--- src/rtl/imem_loader.sv ---
// imem_loader
//
// Loads a length-prefixed program image from a byte stream (typically UART RX)
// into instruction memory through a single-cycle word write port.
//
// Stream format:
//   N[7:0] N[15:8] N[23:16] N[31:24]   word count, little-endian
//   4*N data bytes                     little-endian words
//   1 checksum byte                    8-bit sum of all data bytes
//
// Ports:
//   clk       clock
//   rst_n     asynchronous active-low reset
//   start     one-cycle pulse, arms the loader (ignored while busy)
//   rx_data   incoming byte
//   rx_valid  rx_data valid
//   rx_ready  loader accepts a byte this cycle
//   wr_en     one-cycle IMEM write strobe
//   wr_addr   IMEM byte address (word-aligned)
//   wr_data   IMEM write word
//   busy      image transfer in progress
//   done      image loaded, checksum ok (level)
//   err       length or checksum error (level)

module imem_loader #(
  parameter logic [31:0] ADDR_BASE = 32'h0000_0000,
  parameter int          MAX_WORDS = 8192
) (
  input  logic        clk,
  input  logic        rst_n,
  input  logic        start,
  input  logic [7:0]  rx_data,
  input  logic        rx_valid,
  output logic        rx_ready,
  output logic        wr_en,
  output logic [31:0] wr_addr,
  output logic [31:0] wr_data,
  output logic        busy,
  output logic        done,
  output logic        err
);

  localparam int          WCW   = $clog2(MAX_WORDS + 1);
  localparam logic [31:0] MAX_N = 32'(MAX_WORDS);

  typedef enum logic [2:0] {
    S_IDLE,
    S_LEN,
    S_DATA,
    S_CSUM,
    S_DONE,
    S_ERR
  } state_t;

  state_t           state;
  state_t           state_nxt;

  logic [1:0]       byte_cnt;
  logic [WCW-1:0]   word_cnt;
  logic [31:0]      len;
  logic [23:0]      shift;
  logic [7:0]       csum;

  logic             accept;
  logic             last_byte;
  logic             last_word;
  logic             len_bad;
  logic             arm;
  logic [31:0]      word;
  logic [31:0]      word_idx;

  // rx_ready is a pure decode of the state register, so it never stalls
  // inside LEN/DATA/CSUM.
  assign rx_ready  = (state == S_LEN) || (state == S_DATA) || (state == S_CSUM);
  assign busy      = rx_ready;
  assign done      = (state == S_DONE);
  assign err       = (state == S_ERR);

  assign accept    = rx_valid && rx_ready;
  assign last_byte = (byte_cnt == 2'd3);

  // The first three bytes of a word sit in shift as {b2,b1,b0}; the fourth
  // byte completes the word straight from the input.
  assign word      = {rx_data, shift};
  assign word_idx  = 32'(word_cnt);
  assign last_word = (word_idx == len - 32'd1);
  assign len_bad   = (word == 32'd0) || (word > MAX_N);

  // start only has an effect while not busy.
  assign arm       = start && ((state == S_IDLE) || (state == S_DONE) || (state == S_ERR));

  always_ff @(posedge clk or negedge rst_n) begin
    if (!rst_n) begin
      state <= S_IDLE;
    end else begin
      state <= state_nxt;
    end
  end

  always_comb begin
    state_nxt = state;
    case (state)
      S_IDLE, S_DONE, S_ERR: begin
        if (arm) begin
          state_nxt = S_LEN;
        end
      end
      S_LEN: begin
        if (accept && last_byte) begin
          state_nxt = len_bad ? S_ERR : S_DATA;
        end
      end
      S_DATA: begin
        if (accept && last_byte && last_word) begin
          state_nxt = S_CSUM;
        end
      end
      S_CSUM: begin
        if (accept) begin
          state_nxt = (rx_data == csum) ? S_DONE : S_ERR;
        end
      end
      default: state_nxt = S_IDLE;
    endcase
  end

  // Byte assembly, checksum and the IMEM write port. wr_addr/wr_data only
  // change when a word completes, so they hold between strobes.
  always_ff @(posedge clk or negedge rst_n) begin
    if (!rst_n) begin
      byte_cnt <= 2'd0;
      word_cnt <= '0;
      len      <= 32'd0;
      shift    <= 24'd0;
      csum     <= 8'd0;
      wr_en    <= 1'b0;
      wr_addr  <= 32'd0;
      wr_data  <= 32'd0;
    end else begin
      wr_en <= 1'b0;
      if (arm) begin
        byte_cnt <= 2'd0;
        word_cnt <= '0;
        len      <= 32'd0;
        shift    <= 24'd0;
        csum     <= 8'd0;
      end else if (accept) begin
        case (state)
          S_LEN: begin
            shift    <= {rx_data, shift[23:8]};
            byte_cnt <= byte_cnt + 2'd1;
            if (last_byte) begin
              len <= word;
            end
          end
          S_DATA: begin
            shift    <= {rx_data, shift[23:8]};
            byte_cnt <= byte_cnt + 2'd1;
            csum     <= csum + rx_data;
            if (last_byte) begin
              wr_en    <= 1'b1;
              wr_addr  <= ADDR_BASE + (word_idx << 2);
              wr_data  <= word;
              word_cnt <= word_cnt + WCW'(1);
            end
          end
          default: ;
        endcase
      end
    end
  end

endmodule

--- config.mk ---
export PLATFORM = sky130hd
export DESIGN_NAME = imem_loader
export DESIGN_NICKNAME = d
export VERILOG_FILES = /design/src/rtl/imem_loader.sv
export SDC_FILE = /design/constraint.sdc
export NUM_CORES = 1
export LEC_CHECK = 0
export CAP_MARGIN = 20
export CORE_ASPECT_RATIO = 1.75
export CORE_MARGIN = 4
export CORE_UTILIZATION = 60
export DETAILED_ROUTE_END_ITERATION = 8
export PLACE_DENSITY = 0.82
export SYNTH_ARGS = -nofsm -noshare
export SYNTH_HDL_FRONTEND = slang
export SYNTH_SLANG_ARGS = --single-unit
--- constraint.sdc ---
create_clock -name clk -period 5.6 [get_ports clk]
set_clock_uncertainty 0.1 [all_clocks]
set_input_delay 1.4 -clock clk [delete_from_list [all_inputs] [get_ports clk]]
set_output_delay 1.4 -clock clk [all_outputs]
set_load 0.005 [all_outputs]
Word-level counts from Yosys, hierarchy flattened
Cells that the tools add are included.

Flip-flop bits (word level): 130. Latch bits: 0. Memory bits (writable): 0. Memory bits (read-only): 0. Input port bits: 12. Word-level logic and storage cells: 79. Memories kept: 0.

Add/sub/neg operators: 4. Multiply operators: 0. Div/mod/pow operators: 0. Order comparisons: 1. Equality and inequality tests: 12. Shift-type cells: 0. Mux-type cells: 28. Bitwise operators: 1. Reductions and logical operators: 24.

Operator list (count): 32-bit 2-to-1 mux (4); 24-bit 2-to-1 mux (3); 14-bit 2-to-1 mux (4); 14-bit by 32-bit == test with 1-bit output (1); 32-bit by 14-bit greater-than comparator with 1-bit output (second input constant) (1); 32-bit zero test (1); 32-bit by 1-bit subtractor with 32-bit output (second input constant) (1); 8-bit 2-to-1 mux (3); 3-bit 2-to-1 mux (5); 14-bit by 1-bit adder with 14-bit output (second input constant) (1); 3-bit one-hot mux with 4 select lines (1); 2-bit nonzero test (5); 8-bit adder (1); 8-bit == test (1); 4-bit AND reduction (2); 3-bit by 2-bit == test with 1-bit output (second input constant) (2); 3-bit == test (second input constant) (2); 2-bit 2-to-1 mux (3); 3-bit AND reduction (2); 1-bit logical OR (5); 1-bit 2-to-1 mux (5); 1-bit logical AND (4); 2-bit by 1-bit != test with 1-bit output (second input constant) (2); 2-bit != test (second input constant) (2); other kinds (8) (9).

Longest topological paths before layout
Depth in word-level cells: 8. Gate-level depth with buffers: 10.

Worst setup path after synthesis
No wires, ideal clock.

Kind: in2reg. From: input port rx_data[0]. To: register csum[6]. Setup time: 121 ps. Arrival: 2945 ps. Data required time: 5379 ps. Slack: 2434 ps. Cell stages on the path: 8. Buffers on the path: 0. Cells stage by stage: ha_1 -> fa_1 -> a21o_1 -> a21o_1 -> a21o_1 -> a21oi_1 -> xnor2_1 -> a22o_1.

Longest elaborated chain between the ends: 4.

Ends and longest elaborated chain: start: declaration (line 32) `input logic [7:0] rx_data,`; 8-bit adder (line 159) `csum <= csum + rx_data;`; 8-bit 2-to-1 mux (line 148) `case (state)`; 8-bit 2-to-1 mux (line 147) `end else if (accept) begin`; 8-bit 2-to-1 mux (line 141) `if (arm) begin`; end signal: assignment (line 159); end: declaration (line 62) `logic [7:0] csum;`.

Every way passes these cells. The select of a mux whose other input is x is not followed. A chain may end at the register's enable or synchronous reset.

Worst setup path after layout
From: input port start. To: register len[11].

Longest elaborated chain between the ends: 3. Elaborated cells on any way between the ends: 6. Those cells by class: mux (1); reduce/logical (5).

Ends and longest elaborated chain: start: declaration (line 31) `input logic start,`; 1-bit logical AND (*) (line 90) `assign arm = start && ((state == S_IDLE) || (state == S_DONE) || (state == S_ERR));`; 2-bit nonzero test (no line); 3-bit AND reduction (no line); end signal: assignment (line 153) `len <= word;`; end: declaration (line 60) `logic [31:0] len;`.

Mark *: on every way between the ends. The rest lies on a longest branch, timed or not.

==> metrics <==
status complete, no violations; post-layout util between 70% and 80%; vias per cell between 6 and 7; Comb pwr share 24.4%; initial antenna violation count 0; cell area after layout approximately 0.0077 sq mm; Final Wtd Congestion just over 0.9; number of synthesized flops with an enable pin 0; fillcell total 727; Max Clock Freq between 0.2 and 0.3 GHz; DRT Pass-1 Iters 5; Hold WS 0.387 ns; top cell type's share of synthesized area between 50 and 60%; GRT overflow 0; Routed Antenna Nets 0; nets@finish 720; arrival time at the worst endpoint approximately 3.8 ns; YS warnings 0; placed cell area around 0.0071 sq mm; die height around 140 um; Sequential Power Share between 30% and 40%; Final Hold Fails 0; Worst-path clk slew roughly 0.06 ns; Tcrit/Tclk final 63.7%; Initial Utilization 61.9%; CP max FO 30; area of the core 0.0104 sq mm; Tmin final 3.57 ns; share of cells above drive strength 1 between 10% and 20%; critical path launch point type primary input; Net Sw Power a little over 1 mW; full die area approximately 0.012 sq mm; DRC viols 0; DRT iter0 DRCs between 200 and 300; CTS H-tree lvls 4; RSZ-0062 raised after global routing no; kind of critical path in2reg; number of port buffers 62; Slew @ Worst Pin around 1.0 ns; Vias a little over 5000; Netlist cell types 53; max-cap violation count 0; total global routing track utilization a little over a quarter; Yosys top cell by area dfrtp_1; TritonCTS Sinks 130; Clock power frac between 30% and 40%; synthesized area between 0.006 and 0.007 sq mm; CTS tree done; Worst VDD drop 350 uV; TritonCTS buffer count 17; row count 49; Seq cells post-synth 130; vias in the first global route 5292; Max clock buf depth 2; dpl hpwl approximately 11 mm; Worst Path Required around 5.8 ns; Clock Latency Late Sink around 0.42 ns; # diodes 0; Synth async-reset ratio 100%; post-cts sizing count 0; Crit. End Element flop; Root Driver clkbuf_16; Area growth syn-to-layout 19.7%; Post-CTS Hold Buffers 0; WL final between 15 and 20 mm; Cells after Synth 642; setup bufs post-CTS 0; Slew Viols, Final 0; WL/cell roughly 19 um; Slew HR 33.3%; Overall Power between 3 and 4 mW; Main synth FF type dfrtp_1; sw frac 33.6%; leading post-synthesis cells by cell area dfrtp_1 (51%), mux2_2 (7.7%), nand2_1 (7.4%), a21oi_1 (4.1%), xor2_1 (2.5%); largest net degree at the start of global routing 56; internal power 2.05 mW; Leak 3.57 nW; Power per Cell Area ~400 mW/mm^2; Die W between 80 and 90 um; total negative slack 0 ns; global-route wire length before repair about 26 mm; Seq/Total Area, Yosys about half; # IOs 81; syn_area_per_cell roughly 10 sq um; Hold Crit Class reg2reg; setup violators final 0
cell usage in the layout (no fill, tap or decap), drive strengths merged, types with 18 or more instances in the layout:
| master | Yosys | layout |
|---|---|---|
| a21oi | 53 | 53 |
| clkbuf | 26 | 20 |
| clkdlybuf4s50 | 0 | 61 |
| conb | 1 | 18 |
| dfrtp | 130 | 130 |
| mux2 | 44 | 44 |
| nand2 | 126 | 126 |
| nor2 | 31 | 31 |
| xor2 | 18 | 18 |
through the flow:
stage | cells | worst slack [ns]
finish | 837 | 2.03
CTS | 837 | 2.05
floorplan | 659 | 2.43
detailed placement | 805 | 1.66
global placement | 805 | 1.71
global route | 837 | 1.84
logic make-up (layout without fill, tap and decap cells):
family	Yosys count	count (layout)	share of synthesized area [%]
adder cells (fa/ha/maj)	11	11	2.26
multiplexers	48	48	8.34
buffers and inverters	57	108	4.50
XOR/XNOR	35	35	4.78
other	1	18	0.0584
AND/OR/NAND/NOR	244	244	17.7
AO/OA/AOI/OAI	116	116	11.7
flip-flops	130	130	50.7
flip-flops by register name, summed over array words and instances, names as in the netlist:
name and count:
len 32, wr_data 32, shift 24, word_cnt 14, wr_addr 14, csum 8, state 3, byte_cnt 2
wr_en 1
area by class of cell:
type | instances | area, sq um | area share (%)
Clock buffer | 20 | 467 | 6.08
Clock inverter | 12 | 155 | 2.02
Inverter | 8 | 30.0 | 0.391
Multi-Input combinational cell | 472 | 2950 | 38.5
Sequential cell | 130 | 3250 | 42.4
Tap cell | 127 | 159 | 2.07
Timing Repair Buffer | 68 | 663 | 8.63
final timing paths:
kind | startpoint | endpoint | slack, ns | cells after the start
max | start | len[11] | 2.03 | 7
min | wr_data[13] | wr_data[13] | 0.39 | 2
max reg2reg | len[2] | state[0] | 2.38 | 7
min reg2reg | wr_data[13] | wr_data[13] | 0.39 | 2
max in group asynchronous | rst_n | csum[5] | 3.44 | 2
min in group asynchronous | rst_n | wr_addr[11] | 0.93 | 1
cells in the mapped netlist, types with 5 or more instances:
cell and instances:
nand4_1 7, inv_1 7, a21o_1 5, dfrtp_1 130, nor2_1 31, ha_1 10, o21ai_0 13, xor2_1 18
o31ai_1 6, nor4_1 15, buf_4 20, nand3_1 15, nand2_1 126, a22o_1 15, a21oi_1 53, nor3_1 14
xnor2_1 17, clkbuf_1 26, mux2_2 44, or3_1 7
layer usage:
layer,track usage (%),routed length [um]
met5,0,0
met3,5.04,725
met4,16.3,712
met2,48.5,8770
met1,29.2,5710
power by group through the flow:
| stage | registers (mW) | clock network (mW) | logic, mW |
|---|---|---|---|
| 2_1_floorplan | 1.13 | 0 | 0.560 |
| 3_3_place_gp | 1.18 | 0 | 0.705 |
| 3_5_place_dp | 1.19 | 0 | 0.736 |
| 4_1_cts | 1.18 | 1.15 | 0.743 |
| 5_1_grt | 1.20 | 1.20 | 0.821 |
| 6_report | 1.18 | 1.15 | 0.753 |
critical path, cell delays in order:
cell and delay (ns):
clkdlybuf4s50_1 0.44, nand2b_1 0.20, o21ai_0 0.11, a21oi_1 0.42, or3_1 0.84, nand2_1 0.14
a21oi_1 0.25
Power figures use the tool's default switching activity.
